### src/rtl/ov_frame_gen_pkg.sv
// ov_pkg: shared state encoding, pattern modes, bar colours and RGB565 field widths
// for the ov_frame_gen camera source.
package ov_pkg;

    typedef enum logic [2:0] {
        ST_IDLE   = 3'd0,
        ST_VSYNC  = 3'd1,
        ST_VBACK  = 3'd2,
        ST_ACTIVE = 3'd3,
        ST_VFRONT = 3'd4
    } ov_state_e;

    localparam logic [1:0] MODE_BARS  = 2'd0;
    localparam logic [1:0] MODE_GRAD  = 2'd1;
    localparam logic [1:0] MODE_COUNT = 2'd2;
    localparam logic [1:0] MODE_CONST = 2'd3;

    localparam int R_W = 5;
    localparam int G_W = 6;
    localparam int B_W = 5;

    localparam logic [15:0] COL_WHITE   = 16'hFFFF;
    localparam logic [15:0] COL_YELLOW  = 16'hFFE0;
    localparam logic [15:0] COL_CYAN    = 16'h07FF;
    localparam logic [15:0] COL_GREEN   = 16'h07E0;
    localparam logic [15:0] COL_MAGENTA = 16'hF81F;
    localparam logic [15:0] COL_RED     = 16'hF800;
    localparam logic [15:0] COL_BLUE    = 16'h001F;
    localparam logic [15:0] COL_BLACK   = 16'h0000;

    function automatic logic [15:0] bar_colour(input logic [2:0] idx);
        case (idx)
            3'd0:    bar_colour = COL_WHITE;
            3'd1:    bar_colour = COL_YELLOW;
            3'd2:    bar_colour = COL_CYAN;
            3'd3:    bar_colour = COL_GREEN;
            3'd4:    bar_colour = COL_MAGENTA;
            3'd5:    bar_colour = COL_RED;
            3'd6:    bar_colour = COL_BLUE;
            default: bar_colour = COL_BLACK;
        endcase
    endfunction

endpackage

### src/rtl/ov_frame_gen_if.sv
// Camera-side bus of the OV2640-style source: pixel clock, syncs and pixel byte.
interface ov_frame_gen_if #(
    parameter int DATA_W = 8
);
    logic              PCLK_OV;
    logic              VSYNC_OV;
    logic              HREF_OV;
    logic [DATA_W-1:0] OV_Data_out;

    modport master (output PCLK_OV, VSYNC_OV, HREF_OV, OV_Data_out);
    modport slave  (input  PCLK_OV, VSYNC_OV, HREF_OV, OV_Data_out);
endinterface

### src/rtl/ov_frame_gen_pattern_rom.sv
// ov_pattern_rom: combinational test-pattern byte for (mode, x, y, byte index in line).
// Even byte indices carry the pixel high byte, odd ones the low byte.
module ov_pattern_rom
    import ov_pkg::*;
#(
    parameter int H_ACTIVE = 640,
    parameter int X_W      = 10,
    parameter int Y_W      = 9,
    parameter int IDX_W    = 11
) (
    input  logic [1:0]       mode,
    input  logic [X_W-1:0]   x,
    input  logic [Y_W-1:0]   y,
    input  logic [IDX_W-1:0] byte_idx,
    output logic [7:0]       pat_byte
);

    localparam int BAR_W = (H_ACTIVE >= 8) ? (H_ACTIVE / 8) : 1;

    logic [15:0] pixel_s;
    int          bar_s;

    // Pixel colour per mode; pixels beyond the eighth bar fall back to black
    always_comb begin
        pixel_s = COL_BLACK;
        bar_s   = int'(x) / BAR_W;
        case (mode)
            MODE_BARS: begin
                if (bar_s < 8) pixel_s = bar_colour(3'(bar_s));
                else           pixel_s = COL_BLACK;
            end
            // Gradient packs x into bits [4:0] and y into [10:5]
            MODE_GRAD:  pixel_s = {{B_W{1'b0}}, G_W'(y), R_W'(x)};
            MODE_CONST: pixel_s = COL_MAGENTA;
            default:    pixel_s = COL_BLACK;
        endcase
    end

    // Byte select; count mode ignores the pixel and emits the byte index
    always_comb begin
        pat_byte = 8'h00;
        if (mode == MODE_COUNT)  pat_byte = 8'(byte_idx);
        else if (byte_idx[0])    pat_byte = pixel_s[7:0];
        else                     pat_byte = pixel_s[15:8];
    end

endmodule

### src/rtl/ov_frame_gen.sv
// ov_frame_gen: parametrised OV2640-style frame source (PCLK/VSYNC/HREF/RGB565 bytes).
// Optional macro OV_FRAME_GEN_FRAME_CNT_EN adds the frame counter and stamps it on pixel (0,0).
module ov_frame_gen
    import ov_pkg::*;
#(
    parameter int H_ACTIVE  = 640,
    parameter int V_ACTIVE  = 480,
    parameter int H_BLANK   = 144,
    parameter int VSYNC_LEN = 4,
    parameter int V_BACK    = 10,
    parameter int V_FRONT   = 10,
    parameter int PCLK_DIV  = 2,
    parameter int DATA_W    = 8
) (
    input  logic                  clk_100mhz,
    input  logic                  rst,
    input  logic                  enable,
    input  logic [1:0]            mode,
    ov_frame_gen_if.master        cam,
    output logic                  frame_done,
    output logic [15:0]           frame_cnt
);

    localparam int LINE_LEN = 2 * H_ACTIVE + H_BLANK;
    localparam int M1       = (VSYNC_LEN > V_BACK) ? VSYNC_LEN : V_BACK;
    localparam int M2       = (V_ACTIVE > V_FRONT) ? V_ACTIVE : V_FRONT;
    localparam int LINE_MAX = (M1 > M2) ? M1 : M2;
    localparam int H_W      = (LINE_LEN > 1) ? $clog2(LINE_LEN) : 1;
    localparam int LN_W     = (LINE_MAX > 1) ? $clog2(LINE_MAX) : 1;
    localparam int X_W      = (H_ACTIVE > 1) ? $clog2(H_ACTIVE) : 1;
    localparam int Y_W      = (V_ACTIVE > 1) ? $clog2(V_ACTIVE) : 1;
    localparam int DIV_W    = (PCLK_DIV > 1) ? $clog2(PCLK_DIV) : 1;

    ov_state_e         state_r, nxt_state_s, follow_s;
    logic [H_W-1:0]    h_r, nxt_h_s;
    logic [LN_W-1:0]   line_r, nxt_line_s;
    logic [DIV_W-1:0]  div_cnt_r;
    logic              pclk_r, vsync_r, href_r, frame_done_r;
    logic [DATA_W-1:0] data_r, data_s;
    logic [1:0]        mode_r;
    logic              fall_tick_s, last_line_s, href_s, done_s, enter_vsync_s;
    logic [7:0]        rom_byte_s, byte_s;

    assign fall_tick_s = pclk_r && (int'(div_cnt_r) == PCLK_DIV - 1);

    // Last-line detection and successor state for the current phase
    always_comb begin
        last_line_s = 1'b0;
        follow_s    = ST_IDLE;
        case (state_r)
            ST_VSYNC:  begin last_line_s = (int'(line_r) == VSYNC_LEN - 1); follow_s = ST_VBACK;  end
            ST_VBACK:  begin last_line_s = (int'(line_r) == V_BACK - 1);    follow_s = ST_ACTIVE; end
            ST_ACTIVE: begin last_line_s = (int'(line_r) == V_ACTIVE - 1);  follow_s = ST_VFRONT; end
            ST_VFRONT: begin
                last_line_s = (int'(line_r) == V_FRONT - 1);
                if (enable) follow_s = ST_VSYNC;
                else        follow_s = ST_IDLE;
            end
            default:   begin last_line_s = 1'b0; follow_s = ST_IDLE; end
        endcase
    end

    // Position of the PCLK period that starts at the coming fall tick
    always_comb begin
        nxt_state_s = state_r;
        nxt_line_s  = line_r;
        nxt_h_s     = h_r + H_W'(1);
        if (state_r == ST_IDLE) begin
            nxt_h_s    = {H_W{1'b0}};
            nxt_line_s = {LN_W{1'b0}};
            if (enable) nxt_state_s = ST_VSYNC;
            else        nxt_state_s = ST_IDLE;
        end else if (int'(h_r) == LINE_LEN - 1) begin
            nxt_h_s = {H_W{1'b0}};
            if (last_line_s) begin
                nxt_line_s  = {LN_W{1'b0}};
                nxt_state_s = follow_s;
            end else begin
                nxt_line_s  = line_r + LN_W'(1);
            end
        end else begin
            nxt_h_s = h_r + H_W'(1);
        end
    end

    assign href_s        = (nxt_state_s == ST_ACTIVE) && (int'(nxt_h_s) < 2 * H_ACTIVE);
    assign done_s        = (nxt_state_s == ST_VFRONT) && (int'(nxt_line_s) == V_FRONT - 1)
                           && (int'(nxt_h_s) == LINE_LEN - 1);
    assign enter_vsync_s = (nxt_state_s == ST_VSYNC) && (state_r != ST_VSYNC);

    ov_pattern_rom #(
        .H_ACTIVE (H_ACTIVE),
        .X_W      (X_W),
        .Y_W      (Y_W),
        .IDX_W    (H_W)
    ) u_rom (
        .mode     (mode_r),
        .x        (X_W'(nxt_h_s >> 1)),
        .y        (Y_W'(nxt_line_s)),
        .byte_idx (nxt_h_s),
        .pat_byte (rom_byte_s)
    );

`ifdef OV_FRAME_GEN_FRAME_CNT_EN
    logic [15:0] frame_cnt_r;

    // Completed-frame counter, wraps at 16 bits
    always_ff @(posedge clk_100mhz) begin
        if (rst)                         frame_cnt_r <= 16'd0;
        else if (fall_tick_s && done_s)  frame_cnt_r <= frame_cnt_r + 16'd1;
        else                             frame_cnt_r <= frame_cnt_r;
    end

    assign frame_cnt = frame_cnt_r;

    // Pixel (0,0) carries the frame count instead of the pattern
    always_comb begin
        byte_s = rom_byte_s;
        if ((nxt_state_s == ST_ACTIVE) && (nxt_line_s == {LN_W{1'b0}}) && (int'(nxt_h_s) < 2)) begin
            if (nxt_h_s[0]) byte_s = frame_cnt_r[7:0];
            else            byte_s = frame_cnt_r[15:8];
        end else begin
            byte_s = rom_byte_s;
        end
    end
`else
    assign frame_cnt = 16'd0;
    assign byte_s    = rom_byte_s;
`endif

    // Pattern bytes are MSB-aligned on wider buses; blanking forces zero
    always_comb begin
        data_s = {DATA_W{1'b0}};
        if (href_s) data_s = DATA_W'(byte_s) << (DATA_W - 8);
        else        data_s = {DATA_W{1'b0}};
    end

    // Free-running PCLK divider plus fall-tick update of FSM, counters and outputs
    always_ff @(posedge clk_100mhz) begin
        if (rst) begin
            div_cnt_r    <= {DIV_W{1'b0}};
            pclk_r       <= 1'b0;
            state_r      <= ST_IDLE;
            h_r          <= {H_W{1'b0}};
            line_r       <= {LN_W{1'b0}};
            mode_r       <= 2'd0;
            vsync_r      <= 1'b0;
            href_r       <= 1'b0;
            data_r       <= {DATA_W{1'b0}};
            frame_done_r <= 1'b0;
        end else begin
            frame_done_r <= 1'b0;
            if (int'(div_cnt_r) == PCLK_DIV - 1) begin
                div_cnt_r <= {DIV_W{1'b0}};
                pclk_r    <= ~pclk_r;
            end else begin
                div_cnt_r <= div_cnt_r + DIV_W'(1);
            end
            if (fall_tick_s) begin
                state_r      <= nxt_state_s;
                h_r          <= nxt_h_s;
                line_r       <= nxt_line_s;
                vsync_r      <= (nxt_state_s == ST_VSYNC);
                href_r       <= href_s;
                data_r       <= data_s;
                frame_done_r <= done_s;
                if (enter_vsync_s) mode_r <= mode;
            end
        end
    end

    assign cam.PCLK_OV     = pclk_r;
    assign cam.VSYNC_OV    = vsync_r;
    assign cam.HREF_OV     = href_r;
    assign cam.OV_Data_out = data_r;
    assign frame_done      = frame_done_r;

endmodule

### src/flat_wrapper.sv
// flat-port wrapper written by rule: the top's interface ports become plain ports
module ov_frame_gen_flat import ov_pkg::*;
#(
    parameter int H_ACTIVE  = 640,
    parameter int V_ACTIVE  = 480,
    parameter int H_BLANK   = 144,
    parameter int VSYNC_LEN = 4,
    parameter int V_BACK    = 10,
    parameter int V_FRONT   = 10,
    parameter int PCLK_DIV  = 2,
    parameter int DATA_W    = 8
)
  (clk_100mhz, rst, enable, mode, frame_done, frame_cnt, cam_PCLK_OV, cam_VSYNC_OV, cam_HREF_OV, cam_OV_Data_out);
  ov_frame_gen_if #(.DATA_W(DATA_W)) cam_i ();
  input  logic clk_100mhz;
  input  logic rst;
  input  logic enable;
  input  logic [1:0] mode;
  output logic frame_done;
  output logic [15:0] frame_cnt;
  output wire logic [$bits(cam_i.PCLK_OV)-1:0] cam_PCLK_OV;
  output wire logic [$bits(cam_i.VSYNC_OV)-1:0] cam_VSYNC_OV;
  output wire logic [$bits(cam_i.HREF_OV)-1:0] cam_HREF_OV;
  output wire logic [$bits(cam_i.OV_Data_out)-1:0] cam_OV_Data_out;
  assign cam_PCLK_OV = cam_i.PCLK_OV;
  assign cam_VSYNC_OV = cam_i.VSYNC_OV;
  assign cam_HREF_OV = cam_i.HREF_OV;
  assign cam_OV_Data_out = cam_i.OV_Data_out;
  ov_frame_gen #(.H_ACTIVE(H_ACTIVE), .V_ACTIVE(V_ACTIVE), .H_BLANK(H_BLANK), .VSYNC_LEN(VSYNC_LEN), .V_BACK(V_BACK), .V_FRONT(V_FRONT), .PCLK_DIV(PCLK_DIV), .DATA_W(DATA_W)) u_core (.clk_100mhz(clk_100mhz), .rst(rst), .enable(enable), .mode(mode), .cam(cam_i), .frame_done(frame_done), .frame_cnt(frame_cnt));
endmodule
### config.mk
export PLATFORM = sky130hd
export DESIGN_NAME = ov_frame_gen_flat
export DESIGN_NICKNAME = d
export VERILOG_FILES = /design/src/rtl/ov_frame_gen_pkg.sv /design/src/rtl/ov_frame_gen_if.sv /design/src/rtl/ov_frame_gen_pattern_rom.sv /design/src/rtl/ov_frame_gen.sv /design/src/flat_wrapper.sv
export SDC_FILE = /design/constraint.sdc
export NUM_CORES = 1
export LEC_CHECK = 0
export BUFFER_PORTS_ARGS = -buffer_cell sky130_fd_sc_hd__clkbuf_2
export CAP_MARGIN = 20
export CORE_ASPECT_RATIO = 1.2
export CORE_MARGIN = 10
export CORE_UTILIZATION = 55
export DETAILED_ROUTE_END_ITERATION = 16
export GPL_ROUTABILITY_DRIVEN = 1
export PLACE_DENSITY = 0.84
export SLEW_MARGIN = 30
export SYNTH_ARGS = -nofsm -noshare
export SYNTH_HDL_FRONTEND = slang
export SYNTH_SLANG_ARGS = --single-unit
### constraint.sdc
create_clock -name clk_100mhz -period 3.95 [get_ports clk_100mhz]
set_clock_uncertainty 0.1 [all_clocks]
set_input_delay 1.185 -clock clk_100mhz [delete_from_list [all_inputs] [get_ports clk_100mhz]]
set_output_delay 1.185 -clock clk_100mhz [all_outputs]
set_load 0.05 [all_outputs]
==> results.py <==
metrics = {
    "status": {
        "status": "complete, no violations",
    },
    "clocking": {
        "cts_tree": "yes",
        "hold_buffers": 0,
        "clock_latency_ns": 0.28,
        "cts_buffer_depth": 2,
        "cts.sink_count": 38,
        "htreeDepth": 2,
        "clockRootBuffer": "clkbuf_8",
        "post-cts-setup-buffers": 0,
        "ctsResizeCount": 0,
        "cts.reportedPaths.clkPinSlew_ns": 0.08,
        "numCtsBuffers": 5,
    },
    "global_routing": {
        "grt_pass1_vias": 2715,
        "grt_use_total_pct": 17.4,
        "grt-ovfl-total": 0,
        "grt_max_degree": 27,
        "antenna_found_initial": 0,
        "grt_pass1_wl_um": 12800,
    },
    "min_path": {
        "worst_hold_path_type": "reg2reg",
    },
    "synthesis": {
        "ys_seq_area_share_pct": 25.0,
        "syn_inst": 401,
        "yosys_warnings": 0,
        "synthFlopType": "dfxtp_1",
        "synth_area_per_cell_um2": 7.59,
        "ys_ff_latch": 38,
        "netlist_area_um2": 3040,
        "synth_edf_count": 0,
        "synth.distinct_cells": 69,
        "postSynth.asyncResetShare_pct": 0,
    },
    "timing": {
        "period_needed_ns": 3.63,
        "finalMaxSlewViolations": 0,
        "relSlewSlack_pct": 39.6,
        "period_share_pct": 91.9,
        "hold_viol_final": 0,
        "timing.hold.ws_ns": 0.360,
        "finalSetupViolations": 0,
        "tightest_slew_ns": 0.903,
        "rsz0062_at_grt": "false",
        "fin_tns_setup_ns": 0,
        "max_freq_mhz": 276,
    },
    "final_layout": {
        "antennaDiodeCount": 0,
        "syn_to_final_growth_pct": 3.33,
        "fin_nets": 407,
        "drive_gt1_share_pct": 11.5,
        "final_cells": 462,
    },
    "power": {
        "peakVddDrop_mv": 0.265,
        "total_power_w": 0.000864,
        "power.leakage_nw": 1.09,
        "power_per_cell_area_nw_per_um2": 275,
    },
    "floorplan": {
        "initial_core_util_pct": 57.0,
        "rows": 29,
        "io_pins": 33,
        "die_h_um": 101,
        "core_um2": 5330,
        "die_w_um": 87.9,
        "die_area_um2": 8920,
    },
    "detailed_routing": {
        "vias": 2996,
        "wirelength_um": 7940,
        "routedWlPerCell_um": 17.2,
        "drtAntennaViolNets": 0,
        "route.detailed.drc": 0,
        "drtIter0Drc": 235,
        "firstDrtPassIters": 5,
        "viasPerCell": 6.48,
    },
    "worst_setup_path": {
        "cp_data_required_time_ns": 4.02,
        "cp_max_fo": 12,
        "startpoint_type": "flop",
        "path_class": "reg2reg",
        "worst_setup_path_end_kind": "flop",
        "cp.arrival_ns": 3.70,
    },
    "placement": {
        "port_buffers": 16,
        "gp_congestion": 0.906,
        "dp.cells": 454,
        "dp_hpwl_um": 5880,
    },
    "run": {
        "cap_violations": 0,
    },
}
final cells by class:
cell class	instances	area, um^2
well taps	62	77.6
clock buffers	5	68.8
repair buffers	19	103
fillers	488	2190
inverters	8	30.0
clock inverters	3	68.8
multi-input cells	327	2030
flip-flops and latches	38	761
layer usage:
layer / up-vias / wire length [um] / track usage, %
met5: - / 0 / 0
li1: 1421 / - / -
met2: 152 / 3930 / 30.2
met4: 0 / 328 / 8.97
met3: 25 / 543 / 2.57
met1: 1398 / 3140 / 20.0
where the power goes:
part           switching [W]  total (W)  internal, W
Sequential        0.00000407   0.000390     0.000385
Clock               0.000144   0.000397     0.000253
Combinational      0.0000658  0.0000774    0.0000116
path summary, 6_finish.rpt:
path	from	endpoint	slack, ns	cells after the start
worst min-delay path	u_core.cam.OV_Data_out[2]$_SDFFE_PP0P_	u_core.cam.OV_Data_out[2]$_SDFFE_PP0P_	0.36	2
worst max-delay path	u_core.h_r[0]$_SDFFE_PP0P_	u_core.cam.OV_Data_out[2]$_SDFFE_PP0P_	0.32	12
worst min register to register	u_core.cam.OV_Data_out[2]$_SDFFE_PP0P_	u_core.cam.OV_Data_out[2]$_SDFFE_PP0P_	0.36	2
worst max register to register	u_core.h_r[0]$_SDFFE_PP0P_	u_core.cam.OV_Data_out[2]$_SDFFE_PP0P_	0.32	12
state kept, by name, summed over array words and instances (netlist names), 2 cells and up:
signal / cells
u_core.state_r: 3
u_core.cam.OV_Data_out: 8
u_core.mode_r: 2
u_core.line_r: 9
u_core.h_r: 11
worst max-delay path, cell delays in order (launching register included):
cell and delay, ns:
dfxtp_1 0.43, ha_1 0.26, and3_1 0.42, o2111ai_1 0.18, o2111ai_1 0.17, inv_1 0.15, ha_1 0.38, a21oi_1 0.23
a2bb2oi_4 0.23, xor2_1 0.27, a2111oi_4 0.15, a2111oi_0 0.44, o21ai_1 0.10
cell families (layout without fill, tap and decap cells):
kind of cell | after synthesis | in the layout | synth area share (%)
muxes | 2 | 2 | 0.658
xor gates and xnor gates | 20 | 20 | 6.01
and+or+nand+nor | 171 | 171 | 29.2
AOI/OAI and AO/OA | 115 | 115 | 27.8
other | 1 | 16 | 0.123
adders and majority gates | 3 | 3 | 1.23
buffers and inverters | 51 | 35 | 9.95
DFF | 38 | 38 | 25.0
per-stage QoR:
stage               cell area [um^2]  utilization [%]  worst slack (ns)
detailed placement              3010             56.3             0.349
floorplan                       3100                -             0.637
global placement                3010             56.3             0.526
finish                          3140             58.9             0.320
global route                    3140             58.9            0.0433
CTS                             3140             58.9             0.330
cell usage after synthesis, types with 4 or more instances:
library cell | number | area share, %
nand3_1 | 16 | 2.6
dfxtp_1 | 38 | 25
nor2_1 | 41 | 5.1
xnor2_1 | 16 | 4.6
or3_1 | 6 | 1.2
a21oi_1 | 29 | 4.8
nand4_1 | 7 | 1.4
a31oi_1 | 6 | 1.2
clkbuf_1 | 15 | 1.9
buf_6 | 5 | 1.9
nor2b_1 | 5 | 1.0
buf_4 | 18 | 4.4
o21ai_0 | 19 | 3.1
o21a_1 | 11 | 2.7
and2_1 | 4 | 0.82
and3_1 | 10 | 2.1
nand2_1 | 41 | 5.1
o21ai_1 | 9 | 1.5
nor4_1 | 7 | 1.4
buf_2 | 5 | 0.82
nor3_1 | 11 | 1.8
o2111ai_1 | 4 | 1.2
inv_1 | 8 | 0.99
layout by cell type, fill, tap and decap left out, types with 6 or more instances in the layout:
cell and instances:
nand2_1 41, nor2_1 41, dfxtp_1 38, a21oi_1 29, o21ai_0 19, nand3_1 16, xnor2_1 16, conb_1 16
clkbuf_2 16, nor3_1 11, o21a_1 11, and3_1 10, o21ai_1 9, inv_1 8, nand4_1 7, nor4_1 7
or3_1 6, a31oi_1 6
No activity file was read; power rests on OpenSTA's default activity.
